**src/rtl/uart_core_param.sv**
```systemverilog
// Parametrised full-duplex UART: configurable width, parity and stop bits, with an
// oversampled RX that rejects start-bit glitches and a ready/valid TX handshake.
//
// TX FSM                          RX FSM
// state    | meaning              state    | meaning
// T_IDLE   | ready for a word     R_IDLE   | line idle, waiting for a low
// T_START  | driving start bit    R_START  | confirming start bit at half-bit
// T_DATA   | shifting data LSB 1st R_DATA  | sampling data bits at centres
// T_PARITY | driving parity bit   R_PARITY | sampling parity bit
// T_STOP   | driving stop bit(s)  R_STOP   | sampling stop bit(s)
//                                 R_WAIT   | break/low line, wait for RX=1
module uart_core_param #(
  parameter int CLK_FREQ   = 50000000,
  parameter int BAUD       = 9600,
  parameter int DATA_BITS  = 8,
  parameter int PARITY     = 0,
  parameter int STOP_BITS  = 1,
  parameter int OVERSAMPLE = 16
) (
  input  logic                 CLK,
  input  logic                 RST,
  input  logic                 RX,
  output logic                 TX,
  input  logic [DATA_BITS-1:0] TX_DATA,
  input  logic                 TX_VALID,
  output logic                 TX_READY,
  output logic                 TX_BUSY,
  output logic [DATA_BITS-1:0] RX_DATA,
  output logic                 RX_VALID,
  input  logic                 RX_ACK,
  output logic                 RX_FRAME_ERR,
  output logic                 RX_PARITY_ERR,
  output logic                 RX_OVERRUN
);

  localparam int BIT_DIV    = CLK_FREQ / BAUD;
  localparam int OS_DIV_RAW = CLK_FREQ / (BAUD * OVERSAMPLE);
  localparam int OS_DIV     = (OS_DIV_RAW < 1) ? 1 : OS_DIV_RAW;

  localparam logic [15:0] BIT_RELOAD  = 16'(BIT_DIV - 1);
  localparam logic [15:0] OS_RELOAD   = 16'(OS_DIV - 1);
  localparam logic [15:0] HALF_RELOAD = 16'(OVERSAMPLE / 2 - 1);
  localparam logic [15:0] FULL_RELOAD = 16'(OVERSAMPLE - 1);
  localparam logic [3:0]  LAST_BIT    = 4'(DATA_BITS - 1);
  localparam logic        LAST_STOP   = 1'(STOP_BITS - 1);

  typedef enum logic [2:0] {T_IDLE, T_START, T_DATA, T_PARITY, T_STOP} tx_state_t;
  typedef enum logic [2:0] {R_IDLE, R_START, R_DATA, R_PARITY, R_STOP, R_WAIT} rx_state_t;

  function automatic logic parity_of(input logic [DATA_BITS-1:0] d);
    return (PARITY == 1) ? ~(^d) : (^d);
  endfunction

  tx_state_t             tx_state;
  logic [15:0]           tx_cnt;
  logic [DATA_BITS-1:0]  tx_shift;
  logic                  tx_par;
  logic [3:0]            tx_idx;
  logic                  tx_stop_idx;

  always_ff @(posedge CLK or negedge RST) begin
    if (!RST) begin
      tx_state    <= T_IDLE;
      tx_cnt      <= '0;
      tx_shift    <= '0;
      tx_par      <= 1'b0;
      tx_idx      <= '0;
      tx_stop_idx <= 1'b0;
      TX          <= 1'b1;
      TX_READY    <= 1'b1;
      TX_BUSY     <= 1'b0;
    end else begin
      case (tx_state)
        T_IDLE: begin
          if (TX_VALID && TX_READY) begin
            tx_shift <= TX_DATA;
            tx_par   <= parity_of(TX_DATA);
            tx_cnt   <= BIT_RELOAD;
            TX       <= 1'b0;
            TX_READY <= 1'b0;
            TX_BUSY  <= 1'b1;
            tx_state <= T_START;
          end
        end
        T_START: begin
          if (tx_cnt != 16'd0) begin
            tx_cnt <= tx_cnt - 16'd1;
          end else begin
            tx_cnt   <= BIT_RELOAD;
            tx_idx   <= '0;
            TX       <= tx_shift[0];
            tx_shift <= tx_shift >> 1;
            tx_state <= T_DATA;
          end
        end
        T_DATA: begin
          if (tx_cnt != 16'd0) begin
            tx_cnt <= tx_cnt - 16'd1;
          end else begin
            tx_cnt <= BIT_RELOAD;
            if (tx_idx == LAST_BIT) begin
              tx_stop_idx <= 1'b0;
              if (PARITY != 0) begin
                TX       <= tx_par;
                tx_state <= T_PARITY;
              end else begin
                TX       <= 1'b1;
                tx_state <= T_STOP;
              end
            end else begin
              tx_idx   <= tx_idx + 4'd1;
              TX       <= tx_shift[0];
              tx_shift <= tx_shift >> 1;
            end
          end
        end
        T_PARITY: begin
          if (tx_cnt != 16'd0) begin
            tx_cnt <= tx_cnt - 16'd1;
          end else begin
            tx_cnt   <= BIT_RELOAD;
            TX       <= 1'b1;
            tx_state <= T_STOP;
          end
        end
        T_STOP: begin
          if (tx_cnt != 16'd0) begin
            tx_cnt <= tx_cnt - 16'd1;
          end else if (tx_stop_idx == LAST_STOP) begin
            TX_READY <= 1'b1;
            TX_BUSY  <= 1'b0;
            TX       <= 1'b1;
            tx_state <= T_IDLE;
          end else begin
            tx_cnt      <= BIT_RELOAD;
            tx_stop_idx <= tx_stop_idx + 1'b1;
          end
        end
        default: begin
          TX       <= 1'b1;
          TX_READY <= 1'b1;
          TX_BUSY  <= 1'b0;
          tx_state <= T_IDLE;
        end
      endcase
    end
  end

  logic rx_meta, rx_s;

  always_ff @(posedge CLK or negedge RST) begin
    if (!RST) begin
      rx_meta <= 1'b1;
      rx_s    <= 1'b1;
    end else begin
      rx_meta <= RX;
      rx_s    <= rx_meta;
    end
  end

  rx_state_t             rx_state;
  logic [15:0]           os_cnt;
  logic                  os_tick;
  logic [15:0]           rx_smp;
  logic [DATA_BITS-1:0]  rx_shift;
  logic [3:0]            rx_idx;
  logic                  rx_stop_idx;
  logic                  rx_fe;
  logic                  rx_pe;
  logic                  rx_done;

  assign os_tick = (os_cnt == 16'd0);

  // The oversample divider is held in reload while idle, so the first tick
  // after a falling edge is phase-aligned to that edge.
  always_ff @(posedge CLK or negedge RST) begin
    if (!RST) begin
      rx_state    <= R_IDLE;
      os_cnt      <= OS_RELOAD;
      rx_smp      <= '0;
      rx_shift    <= '0;
      rx_idx      <= '0;
      rx_stop_idx <= 1'b0;
      rx_fe       <= 1'b0;
      rx_pe       <= 1'b0;
      rx_done     <= 1'b0;
    end else begin
      rx_done <= 1'b0;
      if (rx_state == R_IDLE || os_cnt == 16'd0)
        os_cnt <= OS_RELOAD;
      else
        os_cnt <= os_cnt - 16'd1;

      case (rx_state)
        R_IDLE: begin
          if (!rx_s) begin
            rx_smp   <= HALF_RELOAD;
            rx_fe    <= 1'b0;
            rx_pe    <= 1'b0;
            rx_state <= R_START;
          end
        end
        R_START: begin
          if (os_tick) begin
            if (rx_smp != 16'd0) begin
              rx_smp <= rx_smp - 16'd1;
            end else if (rx_s) begin
              rx_state <= R_IDLE;
            end else begin
              rx_smp   <= FULL_RELOAD;
              rx_idx   <= '0;
              rx_state <= R_DATA;
            end
          end
        end
        R_DATA: begin
          if (os_tick) begin
            if (rx_smp != 16'd0) begin
              rx_smp <= rx_smp - 16'd1;
            end else begin
              rx_smp   <= FULL_RELOAD;
              rx_shift <= {rx_s, rx_shift[DATA_BITS-1:1]};
              if (rx_idx == LAST_BIT) begin
                rx_stop_idx <= 1'b0;
                rx_state    <= (PARITY != 0) ? R_PARITY : R_STOP;
              end else begin
                rx_idx <= rx_idx + 4'd1;
              end
            end
          end
        end
        R_PARITY: begin
          if (os_tick) begin
            if (rx_smp != 16'd0) begin
              rx_smp <= rx_smp - 16'd1;
            end else begin
              rx_smp   <= FULL_RELOAD;
              rx_pe    <= (rx_s != parity_of(rx_shift));
              rx_state <= R_STOP;
            end
          end
        end
        R_STOP: begin
          if (os_tick) begin
            if (rx_smp != 16'd0) begin
              rx_smp <= rx_smp - 16'd1;
            end else begin
              rx_smp <= FULL_RELOAD;
              if (!rx_s) rx_fe <= 1'b1;
              if (rx_stop_idx == LAST_STOP) begin
                rx_done  <= 1'b1;
                rx_state <= rx_s ? R_IDLE : R_WAIT;
              end else begin
                rx_stop_idx <= rx_stop_idx + 1'b1;
              end
            end
          end
        end
        R_WAIT: begin
          if (rx_s) rx_state <= R_IDLE;
        end
        default: rx_state <= R_IDLE;
      endcase
    end
  end

  // An ack landing on the delivery cycle frees the slot, so the new word wins.
  always_ff @(posedge CLK or negedge RST) begin
    if (!RST) begin
      RX_DATA       <= '0;
      RX_VALID      <= 1'b0;
      RX_FRAME_ERR  <= 1'b0;
      RX_PARITY_ERR <= 1'b0;
      RX_OVERRUN    <= 1'b0;
    end else if (rx_done && (!RX_VALID || RX_ACK)) begin
      RX_DATA       <= rx_shift;
      RX_VALID      <= 1'b1;
      RX_FRAME_ERR  <= rx_fe;
      RX_PARITY_ERR <= rx_pe;
      RX_OVERRUN    <= 1'b0;
    end else if (rx_done) begin
      RX_OVERRUN <= 1'b1;
    end else if (RX_ACK && RX_VALID) begin
      RX_VALID      <= 1'b0;
      RX_FRAME_ERR  <= 1'b0;
      RX_PARITY_ERR <= 1'b0;
      RX_OVERRUN    <= 1'b0;
    end
  end

endmodule
```
**config.mk**
```make
export PLATFORM = sky130hd
export DESIGN_NAME = uart_core_param
export DESIGN_NICKNAME = d
export VERILOG_FILES = /design/src/rtl/uart_core_param.sv
export SDC_FILE = /design/constraint.sdc
export NUM_CORES = 1
export LEC_CHECK = 0
export ABC_AREA = 1
export BUFFER_PORTS_ARGS = -buffer_cell sky130_fd_sc_hd__buf_2
export CORE_ASPECT_RATIO = 0.6
export CORE_UTILIZATION = 35
export CTS_CLUSTER_SIZE = 8
export DETAILED_ROUTE_END_ITERATION = 8
export PLACE_DENSITY = 0.56
export SLEW_MARGIN = 15
export SYNTH_ARGS = -nofsm -noshare
export SYNTH_HDL_FRONTEND = slang
export SYNTH_SLANG_ARGS = --single-unit
```
**constraint.sdc**
```tcl
create_clock -name CLK -period 3.12 [get_ports CLK]
set_input_delay 0.468 -clock CLK [delete_from_list [all_inputs] [get_ports CLK]]
set_output_delay 0.468 -clock CLK [all_outputs]
set_load 0.005 [all_outputs]
```
Word-level counts from Yosys, hierarchy flattened
Index checks and enable logic that the tools add are counted.
{ "totals": {"regBits": 100, "in_bits": 13} }
{ "op_classes": {"add_sub_neg": 7, "n_eq_ne": 39, "muxes": 96, "bitwise_logic": 2, "reduce_logical": 40} }
{ "op_table": {"columns": ["cell", "n"], "rows": [
  ["2-to-1 mux 16 bit", 11],
  ["one-hot mux 16 bit (3 select lines)", 2],
  ["2-to-1 mux 3 bit", 20],
  ["subtractor 16 x 1 -> 16 bit (second input constant)", 3],
  ["inequality test 2 bit (second input constant)", 23],
  ["2-to-1 mux 1 bit", 37],
  ["2-to-1 mux 4 bit", 9],
  ["2-to-1 mux 8 bit", 4],
  ["nonzero test 16 bit", 2],
  ["one-hot mux 8 bit (3 select lines)", 1],
  ["one-hot mux 3 bit (6 select lines)", 1],
  ["logical NOT 16 bit", 1],
  ["one-hot mux 4 bit (2 select lines)", 2],
  ["AND reduction 4 bit", 4],
  ["one-hot mux 3 bit (5 select lines)", 1],
  ["AND reduction 5 bit", 3],
  ["AND reduction 7 bit", 2],
  ["nonzero test 2 bit", 7],
  ["equality test 3 x 2 -> 1 bit (second input constant)", 4],
  ["AND reduction 12 bit", 1],
  ["AND reduction 6 bit", 2],
  ["nonzero test 3 bit", 4],
  ["equality test 3 bit (second input constant)", 3],
  ["adder 4 x 1 -> 4 bit (second input constant)", 2],
  ["19 further kinds", 35]
]} }

Logic depth before layout (Yosys ltp)
Gate-level depths: netlist (run 1).
{ "depth": {"ltp_word": 5, "mapped_depth": 12} }

Worst setup path before layout (run 1)
Ideal clock, no wire load.
{ "synth_timing": {"kind": "register -> register", "startpoint": "register tx_cnt[0]", "endpoint": "register tx_cnt[4]", "setup_ns": 0.126, "t_arrival_ns": 1.508, "path_slack_ns": 1.486, "path_stages_with_launch": 9, "n_path_buf": 1, "synth_period_minus_slack_ns": 1.634, "cell_sequence": "dfrtp_1 > inv_1 > ha_1 > nand3_2 > nor2_2 > nand4_1 > nand3_2 > buf_4 > o21ai_0"} }
{ "synth_via": {"elab_chain_cells": 3, "word_cells_on_any_way": 7} }
{ "synth_rtl": {"columns": ["item", "line", "source"], "rows": [
  ["start: declaration", "55", "logic [15:0] tx_cnt;"],
  ["start signal: assignment", "87", "tx_cnt <= tx_cnt - 16'd1;"],
  ["start signal: assignment", "98", "tx_cnt <= tx_cnt - 16'd1;"],
  ["start signal: assignment", "119", "tx_cnt <= tx_cnt - 16'd1;"],
  ["subtractor 16 x 1 -> 16 bit / nonzero test 16 bit (equally long branches)", null, null],
  ["2-to-1 mux 16 bit (tied with other cells)", "127", "if (tx_cnt != 16'd0) begin"],
  ["one-hot mux 16 bit (3 select lines) / AND reduction 3 bit (equally long branches)", null, null]
]} }
Parallel ways exist; a longest one is shown, timed or not.
A chain may end at the register's enable or synchronous reset.

Final worst setup path (run 1)
{ "layout_timing": {"startpoint": "register rx_smp[0]", "endpoint": "register rx_shift[4]"} }
{ "layout_via": {"elab_chain_cells": 3} }
{ "layout_rtl": {"columns": ["item", "line", "source"], "rows": [
  ["start: declaration", "164", "logic [15:0] rx_smp;"],
  ["start signal: assignment", "206", "rx_smp <= rx_smp - 16'd1;"],
  ["start signal: assignment", "219", "rx_smp <= rx_smp - 16'd1;"],
  ["start signal: assignment", "235", "rx_smp <= rx_smp - 16'd1;"],
  ["nonzero test 16 bit", "218", "if (rx_smp != 16'd0) begin"],
  ["NOT 1 bit (no source line)", null, null],
  ["AND reduction 3 bit (no source line)", null, null],
  ["end signal: assignment", "222", "rx_shift <= {rx_s, rx_shift[DATA_BITS-1:1]};"],
  ["end: declaration", "165", "logic [DATA_BITS-1:0] rx_shift;"]
]} }
No other way between the ends.

==> results of run 1 <==
==> final cells by class <==
type / instances / area, sq um / area share
clock buffers: 10 / 229.0 / 0.03633
clock inverters: 6 / 52.55 / 0.008338
inverters: 94 / 352.8 / 0.05599
multi-input cells: 601 / 2793 / 0.4431
flip-flops and latches: 98 / 2461 / 0.3905
well taps: 203 / 254.0 / 0.04030
repair buffers: 30 / 160.2 / 0.02541
==> synthesized netlist by cell type (2+ instances only) <==
library cell and number:
buf_6 4, a21oi_1 8, nor4_1 2, o21ai_1 3
nand2_1 292, o21ai_0 39, nor2_1 100, ha_1 6
nand3_1 73, clkbuf_1 5, nor2_2 10, inv_2 3
nor2_4 4, inv_1 91, a21oi_2 2, dfrtp_1 91
nand4_1 8, nand3b_1 2, dfstp_2 7, nand2_2 6
nand3_2 3, xor2_1 10, xnor2_1 5, nor3_1 3
or2_2 10, nand2_4 4
==> stage by stage <==
stage                     hold slack (ps)  power (mW)  cells  setup slack [ps]
after floorplan                     172.4       1.305    804              1486
after global placement              348.9       1.346   1026              1127
after detailed placement            348.2       1.345   1026              1041
after CTS                           54.72       2.431   1042              1051
after global routing                65.00       2.493   1042             824.9
final                               50.04       2.390   1042              1101
==> power groups by stage <==
stage	combinational, mW	clock [mW]	sequential, mW
after floorplan	0.00831	0	1.30
after global placement	0.0471	0	1.30
after detailed placement	0.0466	0	1.30
after CTS	0.0467	1.11	1.27
after global routing	0.0527	1.17	1.27
final	0.0446	1.07	1.27
==> worst max-delay path: stages (launching register included) <==
cell and delay, ps:
dfrtp_1 420, inv_1 90, ha_1 230, nand2_1 140, nor2_2 170, nand2_2 220
nor3_4 460, o21ai_0 140
==> cell families after synthesis <==
group	after synthesis	share of synthesized area
buf+inv	105	0.07552
fa+ha+maj	6	0.01321
xor+xnor	15	0.02312
compound gates	59	0.05879
simple gates	521	0.3963
flops	98	0.4331
==> worst max path at each step <==
stage                               start                 endpoint  slack [ps]
global route        rx_smp[0]$_DFFE_PN0P_  rx_shift[7]$_DFFE_PN0P_         820
CTS                 rx_smp[0]$_DFFE_PN0P_  rx_shift[4]$_DFFE_PN0P_        1050
detailed placement  rx_smp[0]$_DFFE_PN0P_  rx_shift[2]$_DFFE_PN0P_        1040
floorplan           tx_cnt[0]$_DFFE_PN0P_    tx_cnt[4]$_DFFE_PN0P_        1490
global placement    rx_smp[0]$_DFFE_PN0P_  rx_shift[2]$_DFFE_PN0P_        1130
finish              rx_smp[0]$_DFFE_PN0P_  rx_shift[4]$_DFFE_PN0P_        1100
==> cells in the final DEF (no fill, tap or decap), types with 2 or more instances in the layout <==
| master | instances |
|---|---|
| nand2_1 | 292 |
| nor2_1 | 100 |
| dfrtp_1 | 91 |
| inv_1 | 91 |
| nand3_1 | 73 |
| o21ai_0 | 39 |
| buf_2 | 26 |
| nor2_2 | 10 |
| xor2_1 | 10 |
| or2_2 | 10 |
| clkbuf_16 | 9 |
| a21oi_1 | 8 |
| nand4_1 | 8 |
| dfstp_2 | 7 |
| nand2_2 | 6 |
| ha_1 | 6 |
| xnor2_1 | 5 |
| nor2_4 | 4 |
| nand2_4 | 4 |
| buf_4 | 4 |
| nor3_1 | 3 |
| inv_2 | 3 |
| nand3_2 | 3 |
| o21ai_1 | 3 |
| nand3b_1 | 2 |
| nor4_1 | 2 |
| a21oi_2 | 2 |
| clkinv_4 | 2 |
| clkinvlp_4 | 2 |
==> layer usage <==
layer / up-vias / global-route usage
li1: 2573 / -
met1: 2095 / 0.2758
met2: 100 / 0.1930
met3: 7 / 0.03455
met4: 0 / 0.03846
met5: - / 0
==> registers in the layout, summed over array words and instances (netlist names), 3 cells and up <==
signal    count
os_cnt       16
rx_smp       16
tx_cnt       16
RX_DATA       8
rx_shift      8
tx_shift      8
rx_idx        4
tx_idx        4
rx_state      3
tx_state      3
==> reports/summary.txt, run 1 <==
Routed len/inst: 12.04 microns
Final setup viols: 0
Asr flop ratio synth: 1.000
Worst reg2reg path depth: 7
Hold_buf cts: 0
Pwr dens: 379.2 mW/mm^2
Die ar.: 0.01677 sq mm
Fmax: 495.3 MHz
Die H: 100.7 microns
Mean post-synth cell area: 7.068 sq um
Post-synthesis cell type count: 39
Worst-Margin Slew: 504.7 ps
Required arrival time at the worst endpoint: 3330 ps
Iteration-0 DRC Markers: 537
Ys flop type: dfrtp_1
Seq/Total Area, Yosys: 0.4331
Finished Core Util: 0.4043
Combinational share of power: 0.019
Worst-path clk slew: 80 ps
Worst Hold Class: in2async
Initial antenna violation count: 0
IO Count: 28
CP Capture Type: flop
Post-DP HPWL: 9207 microns
DR DRC count: 4
Slew Viols, Final: 0
Post-synth top area share: 0.4007
Rel. slew slack: 0.6625
Post-synth EDFFs: 0
CTS sink count: 98
Maxcap violations: 0
CP Launch Type: flop
NetSw: 0.5536 mW
Global-route usage over all layers: 0.1622
Vias in the first global route: 4131
Clk pwr share: 0.448
Clk_lat worst skew: 340 ps
GPL Wtd Cong: 0.8511
Finished Cell Area: 0.006302 sq mm
FF-to-FF End: rx_shift[4]$_DFFE_PN0P_
Area contributors post-synth: dfrtp_1 40%, nand2_1 19%, nor2_1 6.6%
Root Driver: clkbuf_16
Fillers: 1600
Initial Util: 0.3645
Wl on met1: 7580 microns
H-tree levels: 3
Skew final: 10.24 ps
DR WL met2: 4258 microns
Hold Fails Final Rpt: 0
First-pass GRT wire length: 21730 microns
CTS max path bufs: 2
Vias per cell: 4.583
Synth area leader: dfrtp_1
Register bit total from synthesis: 98
Row count: 35
Area Overhead vs Synth: 10.90%
Min cycle time layout: 2019 ps
Mapped Nets: 823
Port Buffers: 27
Vias: 4775
Synthesized instance count: 804
Sw Share: 0.2316
CTS tree: done
Final Cycle Share: 0.6471
Synth warn: 0
Worst Path Max Fanout: 16
Layout cells sized above 1: 0.1180
Total Wirelength: 12550 microns
Final ANT Viol Nets: 0
Top sig layer: met4
Leakage: 3.370 nW
NumNets Final: 853
Post-Syn Area: 0.005683 sq mm
Post-CTS setup buffer count: 0
Post-CTS resize count: 0
First drt pass iteration count: 7
WS Path Type: reg2reg
Sequential share of power: 0.533
Largest net degree at the start of global routing: 33
Gr ovfl total: 0
Run status: finished, violations left
RSZ-0062 raised after global routing: no
Die width: 166.5 microns
Internal power: 1.836 mW
FF-to-FF Start: rx_smp[0]$_DFFE_PN0P_
R2R setup slack: 1100 ps
Critical Path AT: 2230 ps
Setup total negative slack: 0 ps
Max VDD drop: 0.0002201 V
Area of the core: 0.01559 sq mm
Area of placed instances: 0.006021 sq mm
Failing checks: DRC
WL met3: 624 microns
Antenna cells: 0
CTS buffer count: 9
(Power assumes the default switching activity.)
==> inputs of run 2 (changes only) <==
ABC_AREA = 0   (was 1)
clock period = 2 ns   (was 3.12 ns; I/O delays follow)
==> reports/summary.txt, run 2 <==
Run status: finished, violations left
Failing checks: setup timing
Min-Delay Startpoint: RX
Crit path capture: rx_smp[10]$_DFFE_PN0P_
Commonest non-fill, non-tap cell in the layout: buf_4
NumNets Final: 801 (-6.1%)
First-pass GRT wire length: 27740 microns (+28%)
Fillers: 1347 (-16%)
Initial Util: 0.3598 (-0.004705)
Worst-Margin Slew: 523.7 ps (+18.98 ps)
Worst path bufs/invs: 4 (+3)
Skew final: 11.19 ps (+0.9514 ps)
Seq/Total Area, Yosys: 0.4437 (+0.01065)
CP max stage delay: 400 ps (-60 ps)
Synthesized instance count: 585 (-27%)
Vias: 5562 (+16%)
H-tree levels: 3 (unchanged)
Gr ovfl total: 0 (unchanged)
Setup total negative slack: -1527 ps (-1527 ps)
CTS sink count: 98 (unchanged)
Worst Hold Class: in2reg
CTS buffer count: 9 (unchanged)
CP Launch Type: flop
Required arrival time at the worst endpoint: 2240 ps (-1090 ps)
First drt pass iteration count: 5 (-2)
Area contributors post-synth: dfrtp_1 41%, nand2_1 3.8%, nor2_1 3.6%
Area of the core: 0.01541 sq mm (-1.1%)
GPL Wtd Cong: 0.8984 (+5.6%)
Root Driver: clkbuf_16
Post-Syn Area: 0.005547 sq mm (-2.4%)
WS Path Type: reg2reg
Count leader, synth: dfrtp_1
Area Overhead vs Synth: 49.99%
Mapped Nets: 604 (-27%)
Slew Viols, Final: 0 (unchanged)
Maxcap violations: 0 (unchanged)
Final setup viols: 46 (+46)
CTS max path bufs: 2 (unchanged)
Clk_lat worst skew: 350 ps (about the same)
Post-DP HPWL: 11840 microns (+29%)
Ys flop type: dfrtp_1
Asr flop ratio synth: 1.000 (unchanged)
Worst path top cell family by delay: compound AO/OA/AOI/OAI gates
Largest net degree at the start of global routing: 37 (+12%)
Leakage: 3.687 nW (+9.4%)
Antenna cells: 0 (unchanged)
Min cycle time layout: 2099 ps (+79.80 ps)
Hold Fails Final Rpt: 0 (unchanged)
Max VDD drop: 0.0003572 V (+62%)
Vias in the first global route: 5260 (+27%)
Commonest cells after routing, fill and taps aside: 150 x buf_4, 91 x dfrtp_1, 51 x nor2_1
Regs by FF count: os_cnt: 16 flops, rx_smp: 16 flops, tx_cnt: 16 flops
Iteration-0 DRC Markers: 514 (-4.3%)
Final WS setup: -98.83 ps (-1200 ps)
Die ar.: 0.01637 sq mm (-2.4%)
Initial antenna violation count: 0 (unchanged)
Synth top cells by count: 91 x dfrtp_1, 56 x nand2_1, 53 x nor2_1, 26 x o21ai_0, 24 x a21oi_1
Routed len/inst: 18.02 microns (+50%)
Synth area leader: dfrtp_1
Worst reg2reg path depth: 10 (+3)
Die H: 99.51 microns (-1.2%)
FF-to-FF Start: os_cnt[0]$_DFF_PN0_
Global-route usage over all layers: 0.2187 (+0.05649)
Port Buffers: 27 (unchanged)
Total Wirelength: 17840 microns (+42%)
CP Capture Type: flop
Critical Path AT: 2340 ps (+110 ps)
Layout cells sized above 1: 0.4473 (+0.3293)
Pwr dens: 466.6 mW/mm^2 (+23%)
CTS tree: done
RSZ-0062 raised after global routing: yes
Post-synthesis cell type count: 73 (+87%)
Fmax: 476.5 MHz (-3.8%)
Mean post-synth cell area: 9.481 sq um (+34%)
Area of placed instances: 0.006952 sq mm (+15%)
Finished Cell Area: 0.008319 sq mm (+32%)
Rel. slew slack: 0.6509 (-0.01156)
Vias per cell: 5.618 (+23%)
Post-synth EDFFs: 0 (unchanged)
Worst Path Max Fanout: 3 (-13)
R2R setup slack: -100 ps (-1200 ps)
Post-synth top area share: 0.4106 (+0.009853)
Die width: 164.5 microns (-1.2%)
Hold_ws: 50.65 ps (+0.6169 ps)
Synth warn: 0 (unchanged)
Worst Setup SP: os_cnt[0]$_DFF_PN0_
DR DRC count: 0 (-4)
Final Cycle Share: 1.049 (+0.4023)
Worst-path clk slew: 80 ps (about the same)
Register bit total from synthesis: 98 (unchanged)
FF-to-FF End: rx_smp[10]$_DFFE_PN0P_
IO Count: 28 (unchanged)
Row count: 35 (unchanged)
Crit-path cells: inv_2, ha_4, nor4b_4, and4_4, buf_6, o311ai_4, buf_4, buf_6, a22o_1, a22o_1
Stages on worst setup path: 10 (+3)
Final ANT Viol Nets: 0 (unchanged)
Worst path slowest cell: dfrtp_1
run 2: cell types whose count changed after synthesis, sizes merged, moves of 15 or more:
cell / before / now
nand3: 76 / 15
inv: 94 / 16
nand2: 302 / 56
nor2: 114 / 53
nor3: 5 / 20
a21oi: 10 / 25
o21ai: 44 / 29
run 2: what timing repair did:
action | CTS | global route
hold buffers | 1 | 0
endpoints found under the hold margin | 33 | 0
buffers inserted | 30 | 27
pin swaps | 38 | 55
gates cloned | 3 | 1
setup endpoints to repair | 52 | 71
gates resized for setup | 43 | 97
run 2: per-stage QoR:
stage / setup slack, ps / std cells / util / power [mW]
floorplan: -53.09 / 585 / - / 2.035
global placement: -105.5 / 918 / 0.4510 / 2.105
detailed placement: -221.7 / 918 / 0.4510 / 2.107
CTS: -67.37 / 966 / 0.5004 / 3.920
global route: -174.7 / 990 / 0.5397 / 4.002
finish: -98.83 / 990 / 0.5397 / 3.881
run 2: cell type report:
cell class                 count  area [sq um]  area share
timing repair buffer         211          1695      0.2038
inverter                      17         63.81    0.007670
tap                          203         254.0     0.03053
clock inverter                 7         76.32    0.009174
sequential                    98          2461      0.2958
clock buffer                   9         225.2     0.02707
multi-input combinational    445          3543      0.4259
run 2: cells by family after synthesis:
kind of cell / synth area share
AOI/OAI and AO/OA: 0.1927
xor gates and xnor gates: 0.04106
adders and majority gates: 0.01353
buffers and inverters: 0.03384
DFF: 0.4437
muxes: 0.04173
and+or+nand+nor: 0.2335
run 2: where the power goes:
part	internal [mW]	switching (mW)	leakage, nW
sequential	1.98	0.00289	1.27
combinational	0.0248	0.0568	2.28
clock	0.981	0.832	0.142
total	2.99	0.892	3.69
run 2: worst register-to-register path: cells and delay by family, from the launching register on:
family                   cells  cell delay [ps]
adder cells (fa/ha/maj)      1              140
flip-flops                   1              400
AO/OA/AOI/OAI                3              490
buffers and inverters        4              490
AND/OR/NAND/NOR              2              480
run 2: how the worst min path moves through the flow:
stage / endpoint / cells after the start
2_1_floorplan: RX_DATA[0]$_DFFE_PN0P_ / 0
3_3_place_gp: RX_VALID$_DFFE_PN0P_ / 1
3_5_place_dp: RX_VALID$_DFFE_PN0P_ / 1
4_1_cts: rx_meta$_DFF_PN1_ / 1
5_1_grt: rx_meta$_DFF_PN1_ / 1
6_report: rx_meta$_DFF_PN1_ / 1
run 2: metal layers:
metal / wire, microns / global-route usage / vias to the layer above
li1: - / - / 2565
met1: 8681 / 0.3351 / 2741
met4: 233 / 0.04658 / 0
met5: 0 / 0 / -
met3: 1363 / 0.04462 / 25
met2: 7565 / 0.3135 / 231
==> inputs of run 3 (changes only) <==
REMOVE_ABC_BUFFERS = 1   (was unset)
==> reports/summary.txt, run 3 (same netlist as run 2, synthesis figures left out) <==
Run status: finished, violations left
Failing checks: setup timing
Initial antenna violation count: 0 (unchanged)
Final WS setup: -136.0 ps (-37.21 ps)
First-pass GRT wire length: 25740 microns (-7.2%)
Worst Setup SP: tx_cnt[0]$_DFFE_PN0P_
Slew Viols, Final: 0 (unchanged)
Maxcap violations: 0 (unchanged)
H-tree levels: 3 (unchanged)
First drt pass iteration count: 5 (unchanged)
Vias: 5211 (-6.3%)
Clk_lat worst skew: 350 ps (about the same)
DP Worst Slack: -337.4 ps (-115.7 ps)
Die H: 99.51 microns (unchanged)
Final setup viols: 26 (-43%)
IO Count: 28 (unchanged)
Antenna cells: 0 (unchanged)
Inst Count DP: 922 (+0.44%)
Root Driver: clkbuf_16
Die ar.: 0.01637 sq mm (unchanged)
Required arrival time at the worst endpoint: 2280 ps (+40 ps)
Combinational share of power: 0.020 (about the same)
Area Overhead vs Synth: 41.08%
Fillers: 1402 (+4.1%)
Leakage: 3.477 nW (-5.7%)
Final ANT Viol Nets: 0 (unchanged)
Min-Delay Startpoint: RX
Row count: 35 (unchanged)
NetSw: 0.8322 mW (-6.7%)
Fmax: 468.2 MHz (-1.7%)
Commonest non-fill, non-tap cell in the layout: buf_4
GPL Wtd Cong: 0.8666 (-3.5%)
Min cycle time layout: 2136 ps (+37.21 ps)
Gr ovfl total: 0 (unchanged)
CTS buffer count: 9 (unchanged)
DR DRC count: 0 (unchanged)
Post-DP HPWL: 11150 microns (-5.9%)
Die width: 164.5 microns (unchanged)
Clk pwr share: 0.445 (-0.022)
Finished Cell Area: 0.007825 sq mm (-5.9%)
CP max stage delay: 470 ps (+70 ps)
Area of placed instances: 0.006853 sq mm (-1.4%)
Pwr dens: 475.4 mW/mm^2 (+1.9%)
Internal power: 2.887 mW (-3.4%)
Setup total negative slack: -1183 ps (+343.7 ps)
CP Launch Type: flop
Vias in the first global route: 5019 (-4.6%)
Total Wirelength: 15790 microns (-12%)
Regs by FF count: os_cnt: 16 flops, rx_smp: 16 flops, tx_cnt: 16 flops
Sw Share: 0.2237 (-0.006088)
Worst Path Max Fanout: 3 (unchanged)
CTS tree: done
CTS sink count: 98 (unchanged)
Largest net degree at the start of global routing: 49 (+32%)
Final Power: 3.720 mW (-4.2%)
Crit-path cells: inv_2, ha_4, or4b_4, nor4_4, nand2_2, buf_6, or4_1, nand3_1
CTS max path bufs: 2 (unchanged)
Hold Fails Final Rpt: 0 (unchanged)
Initial Util: 0.3598 (unchanged)
Sequential share of power: 0.534 (+0.022)
Worst-path clk slew: 70 ps (about the same)
CP Capture Type: flop
Area of the core: 0.01541 sq mm (unchanged)
WS Path Type: reg2reg
NumNets Final: 768 (-4.1%)
Skew final: 6.996 ps (-4.191 ps)
Global-route usage over all layers: 0.1984 (-0.02034)
Worst Hold Class: in2reg
Max VDD drop: 0.0003513 V (-1.7%)
Commonest cells after routing, fill and taps aside: 136 x buf_4, 89 x dfrtp_1, 53 x nand2_1
Vias per cell: 5.445 (-3.1%)
Rel. slew slack: 0.6833 (+0.03245)
Worst path slowest cell: or4b_4
Layout cells sized above 1: 0.3992 (-0.04806)
Port Buffers: 27 (unchanged)
Routed len/inst: 16.50 microns (-8.5%)
Final Cycle Share: 1.068 (+0.01860)
FF-to-FF Start: tx_cnt[0]$_DFFE_PN0P_
Worst-Margin Slew: 473.8 ps (-49.81 ps)
Layout Cells excl Fill: 957 (-3.3%)
Iteration-0 DRC Markers: 287 (-44%)
Critical Path AT: 2410 ps (+70 ps)
RSZ-0062 raised after global routing: yes
==> run 3: changes by cell type in the layout (fill, tap and decap cells not counted), moves of 4 or more <==
cell,change
buf_4,-14
buf_6,-14
nand2_1,+7
nand2_2,-7
o21ai_0,+6
buf_12,-4
o21ai_2,-4
==> run 3: repair_timing <==
item	4_1_cts	5_1_grt
endpoints found under the hold margin	27	0
setup buffers	4	15
cloned	1	0
pin swaps	19	39
hold buffers	1	0
resized for setup	41	77
endpoints found under the setup margin	75	75
==> run 3: layout make-up <==
class                      count  area [sq um]  share of cell area
inverter                      17         63.81            0.008155
timing repair buffer         180          1378              0.1760
tap                          203         254.0             0.03246
sequential                    98          2464              0.3148
clock inverter                 4         26.28            0.003358
clock buffer                  12         246.5             0.03150
multi-input combinational    443          3393              0.4336
==> run 3: stage by stage <==
| stage | util | hold slack (ps) |
|---|---|---|
| after floorplan | - | 4.409 |
| after global placement | 0.4446 | 267.6 |
| after detailed placement | 0.4446 | 274.0 |
| after CTS | 0.4776 | 44.41 |
| after global routing | 0.5076 | 34.16 |
| final | 0.5076 | 53.70 |
==> run 3: worst paths after layout <==
kind | slack, ps | to | depth (start not counted)
max in group asynchronous | 860 | TX$_DFFE_PN1P_ | 3
min reg2reg | 360 | rx_s$_DFF_PN1_ | 0
min in group asynchronous | 430 | RX_DATA[7]$_DFFE_PN0P_ | 2
min | 50 | rx_meta$_DFF_PN1_ | 1
max reg2reg | -140 | tx_cnt[12]$_DFFE_PN0P_ | 8
max | -140 | tx_cnt[12]$_DFFE_PN0P_ | 8
==> run 3: metal layers <==
layer  up-vias  share of wire  wire [microns]  global-route usage
met5         -              0               0                   0
met4         0         0.0078             123             0.04446
met3        12          0.054             860             0.04087
met2       137           0.42            6691              0.2760
met1      2553           0.51            8111              0.3094
li1       2509              -               -                   -
==> run 3: power by group through the flow <==
stage | Sequential, mW | Clock, mW | Combinational [mW]
2_1_floorplan | 2.02 | 0 | 0.0102
3_3_place_gp | 2.03 | 0 | 0.0750
3_5_place_dp | 2.03 | 0 | 0.0765
4_1_cts | 1.99 | 1.71 | 0.0789
5_1_grt | 1.99 | 1.79 | 0.0873
6_report | 1.99 | 1.66 | 0.0755
==> run 3: critical path: cells and delay by family, from the launching register on <==
family	cells	cell delay [ps]
adder cells (fa/ha/maj)	1	130
buffers and inverters	2	220
flip-flops	1	400
AND/OR/NAND/NOR	5	1320
